[src/rtl/cdb_arbiter.sv]
// cdb_arbiter: per-FU result FIFOs with round-robin grant onto a registered common data bus.
// Optional CDB_ARBITER_STATS_EN adds a saturating 16-bit count of contended cycles.
module cdb_arbiter #(
    parameter int NUM_FU = 4,
    parameter int DATA_W = 32,
    parameter int ROB_IX_W = 3,
    parameter int FIFO_DEPTH = 2,
    localparam int GW = $clog2(NUM_FU),
    localparam int PW = $clog2(FIFO_DEPTH),
    localparam int CW = PW + 1,
    localparam int EW = ROB_IX_W + DATA_W
) (
    input  logic                         clk_in,
    input  logic                         rst_n_in,
    input  logic                         flush_in,
    input  logic [NUM_FU-1:0]            fu_valid_in,
    input  logic [NUM_FU*ROB_IX_W-1:0]   fu_rob_ix_in,
    input  logic [NUM_FU*DATA_W-1:0]     fu_value_in,
    output logic [NUM_FU-1:0]            fu_ready_out,
    output logic                         cdb_valid_out,
    output logic [ROB_IX_W-1:0]          cdb_rob_ix_out,
    output logic [DATA_W-1:0]            cdb_value_out,
`ifdef CDB_ARBITER_STATS_EN
    output logic [15:0]                  conflict_count_out,
`endif
    output logic [GW-1:0]                cdb_grant_fu_out
);
    logic [EW-1:0] mem [NUM_FU][FIFO_DEPTH];
    logic [PW-1:0] wp [NUM_FU];
    logic [PW-1:0] rp [NUM_FU];
    logic [CW-1:0] cnt [NUM_FU];
    logic [NUM_FU-1:0] ne, push, pop;
    logic [GW-1:0] rr, g;
    logic found;

    always_comb begin
        ne = '0;
        fu_ready_out = '0;
        push = '0;
        for (int k = 0; k < NUM_FU; k++) begin
            ne[k] = cnt[k] != '0;
            fu_ready_out[k] = cnt[k] != CW'(FIFO_DEPTH);
            push[k] = fu_valid_in[k] && fu_ready_out[k];
        end
    end

    // First nonempty FIFO at or after rr, wrapping; only start-of-cycle occupancy counts.
    always_comb begin
        found = 1'b0;
        g = '0;
        for (int i = 0; i < NUM_FU; i++) begin
            if (!found && ne[(int'(rr) + i) % NUM_FU]) begin
                found = 1'b1;
                g = GW'((int'(rr) + i) % NUM_FU);
            end
        end
    end

    always_comb begin
        pop = '0;
        for (int k = 0; k < NUM_FU; k++) pop[k] = found && g == GW'(k);
    end

    always_ff @(posedge clk_in) begin
        if (!rst_n_in) begin
            for (int k = 0; k < NUM_FU; k++) begin
                cnt[k] <= '0;
                wp[k] <= '0;
                rp[k] <= '0;
            end
            rr <= '0;
            cdb_valid_out <= 1'b0;
            cdb_rob_ix_out <= '0;
            cdb_value_out <= '0;
            cdb_grant_fu_out <= '0;
        end else if (flush_in) begin
            for (int k = 0; k < NUM_FU; k++) begin
                cnt[k] <= '0;
                wp[k] <= '0;
                rp[k] <= '0;
            end
            rr <= '0;
            cdb_valid_out <= 1'b0;
        end else begin
            for (int k = 0; k < NUM_FU; k++) begin
                if (push[k]) begin
                    mem[k][wp[k]] <= {fu_rob_ix_in[k*ROB_IX_W +: ROB_IX_W], fu_value_in[k*DATA_W +: DATA_W]};
                    wp[k] <= wp[k] + 1'b1;
                end
                if (pop[k]) rp[k] <= rp[k] + 1'b1;
                cnt[k] <= cnt[k] + CW'(push[k]) - CW'(pop[k]);
            end
            cdb_valid_out <= found;
            if (found) begin
                {cdb_rob_ix_out, cdb_value_out} <= mem[g][rp[g]];
                cdb_grant_fu_out <= g;
                rr <= (g == GW'(NUM_FU - 1)) ? '0 : g + 1'b1;
            end
        end
    end

`ifdef CDB_ARBITER_STATS_EN
    always_ff @(posedge clk_in) begin
        if (!rst_n_in) conflict_count_out <= '0;
        else if ((ne & (ne - 1'b1)) != '0 && conflict_count_out != 16'hFFFF)
            conflict_count_out <= conflict_count_out + 1'b1;
    end
`endif
endmodule
[config.mk]
export PLATFORM = sky130hd
export DESIGN_NAME = cdb_arbiter
export DESIGN_NICKNAME = d
export VERILOG_FILES = /design/src/rtl/cdb_arbiter.sv
export SDC_FILE = /design/constraint.sdc
export NUM_CORES = 1
export LEC_CHECK = 0
export ABC_AREA = 0
export CORE_ASPECT_RATIO = 1.2
export CORE_UTILIZATION = 40
export DETAILED_ROUTE_END_ITERATION = 10
export PLACE_DENSITY = 0.69
export REMOVE_ABC_BUFFERS = 1
export SKIP_CTS_REPAIR_TIMING = 1
export SYNTH_ARGS = -nofsm -noshare
export SYNTH_HDL_FRONTEND = slang
export SYNTH_SLANG_ARGS = --single-unit
export TNS_END_PERCENT = 1
[constraint.sdc]
create_clock -name clk_in -period 4.8 [get_ports clk_in]
set_input_delay 0.48 -clock clk_in [delete_from_list [all_inputs] [get_ports clk_in]]
set_output_delay 0.48 -clock clk_in [all_outputs]
set_load 0.02 [all_outputs]
==> results of run 1 <==
## how the worst max path moves through the flow
stage / depth (start not counted) / endpoint / slack [ns] / startpoint
3_3_place_gp: 8 / cdb_value_out[9]$_SDFFE_PN0P_ / 1.36 / cnt[1][1]$_SDFFCE_PN0P_
3_5_place_dp: 8 / cdb_value_out[25]$_SDFFE_PN0P_ / 1.25 / cnt[1][1]$_SDFFCE_PN0P_
6_report: 8 / cdb_value_out[27]$_SDFFE_PN0P_ / 1.22 / cnt[1][1]$_SDFFCE_PN0P_
5_1_grt: 8 / cdb_value_out[7]$_SDFFE_PN0P_ / 1.00 / cnt[1][1]$_SDFFCE_PN0P_
2_1_floorplan: 13 / cnt[0][1]$_SDFFCE_PN0P_ / 0.10 / cnt[0][1]$_SDFFCE_PN0P_
4_1_cts: 8 / cdb_value_out[25]$_SDFFE_PN0P_ / 1.20 / cnt[1][1]$_SDFFCE_PN0P_
## registers in the layout, summed over array words and instances (netlist names), 2 cells and up
name,cells
mem,280
cdb_value_out,32
cnt,8
rp,4
wp,4
cdb_rob_ix_out,3
cdb_grant_fu_out,2
rr,2
## cell usage after synthesis, drive strengths merged
master | count | share of area
edfxtp | 292 | 0.66
nand2 | 55 | 0.015
clkbuf | 44 | 0.012
dfxtp | 44 | 0.066
and2 | 42 | 0.020
a21oi | 37 | 0.014
o21ai | 37 | 0.014
a31oi | 36 | 0.017
o221ai | 36 | 0.024
a21o | 35 | 0.020
a221o | 35 | 0.026
mux2 | 35 | 0.030
mux2i | 35 | 0.026
inv | 17 | 0.0050
buf | 16 | 0.011
nor2 | 13 | 0.0037
ha | 12 | 0.011
nor3 | 9 | 0.0034
xnor2 | 6 | 0.0039
and3 | 4 | 0.0019
or2 | 4 | 0.0019
xor2 | 4 | 0.0026
nor3b | 3 | 0.0017
a21boi | 2 | 0.0011
nand2b | 2 | 0.00094
nand3 | 2 | 0.00075
nor2b | 2 | 0.00094
o2111a | 2 | 0.0017
o21a | 2 | 0.0011
o21bai | 2 | 0.0011
a211oi | 1 | 0.00056
a221oi | 1 | 0.00066
conb | 1 | 0.00028
o2111ai | 1 | 0.00066
o311a | 1 | 0.00075
o32ai | 1 | 0.0012
or4 | 1 | 0.00084
## per-stage QoR
stage	area, µm²	instances	total power, mW	hold slack, ns	utilization
after floorplan	13000	817	4.69	0.476	-
after global placement	15700	1469	5.40	0.468	0.484
after detailed placement	15700	1469	5.44	0.480	0.484
after CTS	16800	1529	8.02	0.491	0.517
after global routing	16800	1530	8.29	0.507	0.517
final	16800	1530	7.96	0.485	0.517
## power groups by stage
stage / Sequential, mW / Combinational [mW] / Clock [mW]
2_1_floorplan: 3.52 / 1.17 / 0
3_3_place_gp: 3.46 / 1.94 / 0
3_5_place_dp: 3.47 / 1.98 / 0
4_1_cts: 3.41 / 1.99 / 2.63
5_1_grt: 3.42 / 2.14 / 2.73
6_report: 3.40 / 1.97 / 2.58
## kinds of logic (layout without fill, tap and decap cells)
kind of cell,after synthesis,after routing,synth area share
flip-flops,336,336,0.724
AO/OA/AOI/OAI,229,229,0.123
AND/OR/NAND/NOR,137,137,0.0511
buffers and inverters,77,285,0.0280
multiplexers,70,70,0.0558
adder cells (fa/ha/maj),12,12,0.0113
XOR/XNOR,10,10,0.00657
other,1,7,0.000281
## final cells by class
class	count	area share
Antenna cell	1	0.000149
Clock buffer	46	0.0557
Clock inverter	14	0.00863
Inverter	17	0.00424
Multi-Input combinational cell	464	0.201
Sequential cell	336	0.574
Tap cell	444	0.0330
Timing Repair Buffer	208	0.123
## layer usage
metal | GRT usage | share of wire | wire length, µm | vias up
met2 | 0.344 | 0.50 | 17000 | 280
met3 | 0.0356 | 0.057 | 1940 | 56
li1 | - | - | - | 3770
met1 | 0.252 | 0.42 | 14000 | 4110
met5 | 0 | 0 | 0 | -
met4 | 0.0604 | 0.024 | 812 | 0
## worst max-delay path: cells and delay by family, from the launching register on
family / cells / cell delay, ns
compound gates: 4 / 1.47
simple gates: 2 / 0.84
buf+inv: 2 / 0.69
flops: 1 / 0.45
==> run metrics, run 1 <==
Critical Path Start Type=register; Initial Util=0.410; RR Endpoint=cdb_value_out[27]$_SDFFE_PN0P_; setup repair after global routing missed its margin=false; overall fraction of global-route tracks in use=0.199; total power density per cell area=473 nW/µm²; cell leakage power=5.82 nW; core area=32500 µm²; net load switching power=2.25 mW; vias in the first global route=8499; average detailed-routed wire length per instance=22.1 µm; crit-path max cell delay=0.76 ns; First DRT Iteration DRCs=498; register area share after synthesis=0.724; synth-to-layout area growth=26.2%; later-pin clock latency in the skew report=0.50 ns; setup slack of the most critical reg-to-reg path=1.22 ns; site row count=72; endpoint arrival time on the critical path=3.99 ns; drt drc=0; Placement Setup Slack=1.25 ns; worst reg-to-reg path cell count=8; wire length of the first global-routing pass=50300 µm; die outline height=202 µm; IO Port Bufs=188; Final Setup Violations=0; Detail Placement HPWL=20600 µm; depth of the CTS H-tree=2; number of antenna violations at the first check in global routing=1; minimum period implied by the final worst setup slack=3.58 ns; cell type of the slowest stage on the worst timing path=sky130_fd_sc_hd__o32ai_4; Final Skew=0.0166 ns; DIE WIDTH=169 µm; die area=34100 µm²; final routed wirelength across all metal layers=33800 µm; number of warnings issued by yosys=0; global placer's final weighted congestion=0.847; share of total power in sequential cells=0.428; maximum buffer depth of the clock tree=3; type of element capturing the critical path=register; number of pins exceeding their max-slew limit in the final report=0; Post-Syn Area=13300 µm²; highest clock frequency the design can meet=0.280 GHz; max-cap violation count=0; commonest non-fill, non-tap cell in the layout=sky130_fd_sc_hd__edfxtp_1; Gate Count Post-Synth=872; beginning of the worst hold path=cdb_grant_fu_out[0]$_SDFFE_PN0P_; Final period util=0.745; Sw Ratio=0.283; Net count, final=1220; multi-input logic area=3380 µm²; total grt overflow=0; end of the worst hold path=cdb_grant_fu_out[0]$_SDFFE_PN0P_; router iterations before antenna repair=5; Post-Route Setup TNS=0 ns; maximum fanout encountered on the critical timing path=54; worst hold stages=2; reg-to-reg critical path startpoint=cnt[1][1]$_SDFFCE_PN0P_; Antenna Violating Nets Remaining=0; share of cells above drive strength 1=0.111; vias after detailed routing=8216; kind of path behind the tightest hold check=reg2reg; post-synth cell types=46; count of boundary I/O pins=189; CTS tree=done; fill cell count=2718; pin count of the biggest net entering global routing=129; Least-Margin Pin Slew=1.01 ns; status=complete, no violations; design internal power=5.71 mW; power share of the combinational group=0.248; clock network fraction of design power=0.325; storage element area=9650 µm²; Syn Area/Cell=15.3 µm²; clock-pin slew reported for the worst setup and hold paths after clock tree synthesis=0.06 ns; CP Cell Sequence=or2_1 > o311a_1 > or2_2 > buf_4 > o32ai_4 > buf_12 > o221ai_1 > a31oi_1; commonest cells after routing, fill and taps aside=sky130_fd_sc_hd__edfxtp_1 (292), sky130_fd_sc_hd__clkdlybuf4s50_1 (187), sky130_fd_sc_hd__nand2_1 (55), sky130_fd_sc_hd__dfxtp_1 (44), sky130_fd_sc_hd__and2_1 (41); library cell used as clock root buffer=sky130_fd_sc_hd__clkbuf_16; Critical Setup Path Class=reg2reg; required time of the worst setup path=5.22 ns; worst-case setup margin in the final layout=1.22 ns; via density per instance=5.37; Fin. Hold Viols=0; clock sinks=336; peak ir drop on the vdd network=0.357 mV; Slew headroom=0.325; total clock buffers created by CTS=34; Seq cells post-synth=336
No activity file was read; power rests on OpenSTA's default activity.
==> inputs of run 2 (changes only) <==
PLACE_DENSITY = 0.71   (was 0.69)
clock period = 3.01 ns   (was 4.8 ns; I/O delays follow)
==> run 2 against run 1 <==
Global-route usage grew 0.077 points. Non-clock buffer count grew 24. Clock power grew 62%. Maximum frequency grew 22%. Utilization grew 1.0 points. Register-to-register slack lost 1.1 ns. Final cell count grew 1.8%. First-iteration DRC count grew 32%. Sequential power grew 59%. Design area grew 1.9%.
==> run metrics, run 2 (same netlist as run 1, synthesis figures left out) <==
global placer's final weighted congestion=0.874 (+3.2%); maximum fanout encountered on the critical timing path=6 (-89%); total grt overflow=0 (unchanged); core area=32500 µm² (unchanged); maximum buffer depth of the clock tree=3 (unchanged); clock sinks=336 (unchanged); vias in the first global route=8632 (+1.6%); required time of the worst setup path=3.26 ns (-1.96 ns); clock-pin slew reported for the worst setup and hold paths after clock tree synthesis=0.06 ns (about the same); Placement Setup Slack=0.0488 ns (-1.20 ns); highest clock frequency the design can meet=0.341 GHz (+22%); minimum period implied by the final worst setup slack=2.93 ns (-0.648 ns); Critical Setup Path Class=reg2reg; kind of path behind the tightest hold check=in2reg; status=complete, no violations; cell leakage power=5.99 nW (+2.8%); Fin. Hold Viols=0 (unchanged); worst hold slack=0.372 ns (-0.113 ns); average detailed-routed wire length per instance=21.7 µm (-1.6%); share of cells above drive strength 1=0.135 (+0.0244); multi-input logic area=3390 µm² (+0.22%); library cell used as clock root buffer=sky130_fd_sc_hd__clkbuf_16; peak ir drop on the vdd network=0.499 mV (+40%); vias after detailed routing=8418 (+2.5%); DIE WIDTH=169 µm (unchanged); depth of the CTS H-tree=2 (unchanged); site row count=72 (unchanged); endpoint arrival time on the critical path=3.18 ns (-0.81 ns); die area=34100 µm² (unchanged); Final Skew=0.0158 ns (-0.000841 ns); fin cells=1558 (+1.8%); total power after layout=12.9 mW (+62%); Antenna Violating Nets Remaining=0 (unchanged); placed inst area=15900 µm² (+1.2%); type of element capturing the critical path=register; post-route design area=17100 µm² (+1.9%); Detail Placement HPWL=20500 µm (-0.59%); IO Port Bufs=188 (unchanged); total power density per cell area=754 nW/µm² (+59%); Final Setup Violations=0 (unchanged); number of antenna violations at the first check in global routing=3 (+2); storage element area=9650 µm² (unchanged); commonest non-fill, non-tap cell in the layout=sky130_fd_sc_hd__edfxtp_1; wire length of the first global-routing pass=50400 µm (+0.22%); First DRT Iteration DRCs=657 (+32%); worst-case setup margin in the final layout=0.0814 ns (-1.14 ns); Least-Margin Pin Slew=1.03 ns (+0.0176 ns); fill cell count=2685 (-1.2%); die outline height=202 µm (unchanged); final routed wirelength across all metal layers=33900 µm (+0.16%); Final period util=0.973 (+0.228); max-cap violation count=0 (unchanged); number of pins exceeding their max-slew limit in the final report=0 (unchanged); commonest cells after routing, fill and taps aside=sky130_fd_sc_hd__edfxtp_1 (292), sky130_fd_sc_hd__clkdlybuf4s50_1 (187), sky130_fd_sc_hd__nand2_1 (54), sky130_fd_sc_hd__dfxtp_1 (44), sky130_fd_sc_hd__and2_1 (41); synth-to-layout area growth=28.6%; later-pin clock latency in the skew report=0.51 ns (about the same); CTS tree=done; Initial Util=0.410 (unchanged); Slew headroom=0.313 (-0.0117); pin count of the biggest net entering global routing=81 (-37%); Largest register FFs=280 (unchanged); router iterations before antenna repair=5 (unchanged); via density per instance=5.40 (+0.62%); count of boundary I/O pins=189 (unchanged); Critical Path Start Type=register; overall fraction of global-route tracks in use=0.199 (+0.000774); Inst Count DP=1482 (+0.88%); drt drc=0 (unchanged); Net count, final=1244 (+2.0%); total clock buffers created by CTS=34 (unchanged)
run 2: area by class of cell:
| cell class | instances | share of cell area |
|---|---|---|
| sequential | 336 | 0.563 |
| multi-input combinational | 464 | 0.198 |
| timing repair buffer | 232 | 0.137 |
| clock buffer | 47 | 0.0579 |
| tap | 444 | 0.0324 |
| clock inverter | 15 | 0.00715 |
| inverter | 17 | 0.00416 |
| antenna | 3 | 0.000438 |
run 2: routing by layer:
metal | track usage | wire length, µm
met5 | 0 | 0
met4 | 0.0750 | 937
met3 | 0.0311 | 2000
met2 | 0.338 | 17200
met1 | 0.257 | 13800
run 2: worst max-delay path, cell delays in order (launching register included):
cell	delay, ns
sky130_fd_sc_hd__edfxtp_1	0.43
sky130_fd_sc_hd__or4_4	0.56
sky130_fd_sc_hd__o2111a_2	0.17
sky130_fd_sc_hd__or2_4	0.30
sky130_fd_sc_hd__ha_1	0.19
sky130_fd_sc_hd__nand2_1	0.09
sky130_fd_sc_hd__inv_1	0.07
sky130_fd_sc_hd__ha_1	0.28
sky130_fd_sc_hd__inv_1	0.06
sky130_fd_sc_hd__ha_1	0.14
sky130_fd_sc_hd__xor2_1	0.18
sky130_fd_sc_hd__xnor2_1	0.15
sky130_fd_sc_hd__nor2_1	0.06
run 2: through the flow:
step / setup TNS, ns / util
final: 0 / 0.527
after CTS: 0 / 0.524
after global placement: 0 / 0.490
after global routing: -0.0369 / 0.527
after floorplan: -165.28 / -
after detailed placement: 0 / 0.490
run 2: worst paths after layout:
path / startpoint / to / slack [ns] / cells past startpoint
max reg2reg: cnt[1][0]$_SDFFCE_PN0P_ / cnt[3][1]$_SDFFCE_PN0P_ / 0.08 / 12
max: cnt[1][0]$_SDFFCE_PN0P_ / cnt[3][1]$_SDFFCE_PN0P_ / 0.08 / 12
min reg2reg: cdb_grant_fu_out[0]$_SDFFE_PN0P_ / cdb_grant_fu_out[0]$_SDFFE_PN0P_ / 0.48 / 2
min: rst_n_in / rp[2]$_SDFFE_PP0P_ / 0.37 / 4
run 2: report_power, final:
group	switching, mW	leakage [nW]	total (mW)	internal, mW
logic	1.84	2.40	3.35	1.51
registers	0.112	3.03	5.42	5.30
clock network	1.68	0.552	4.17	2.48
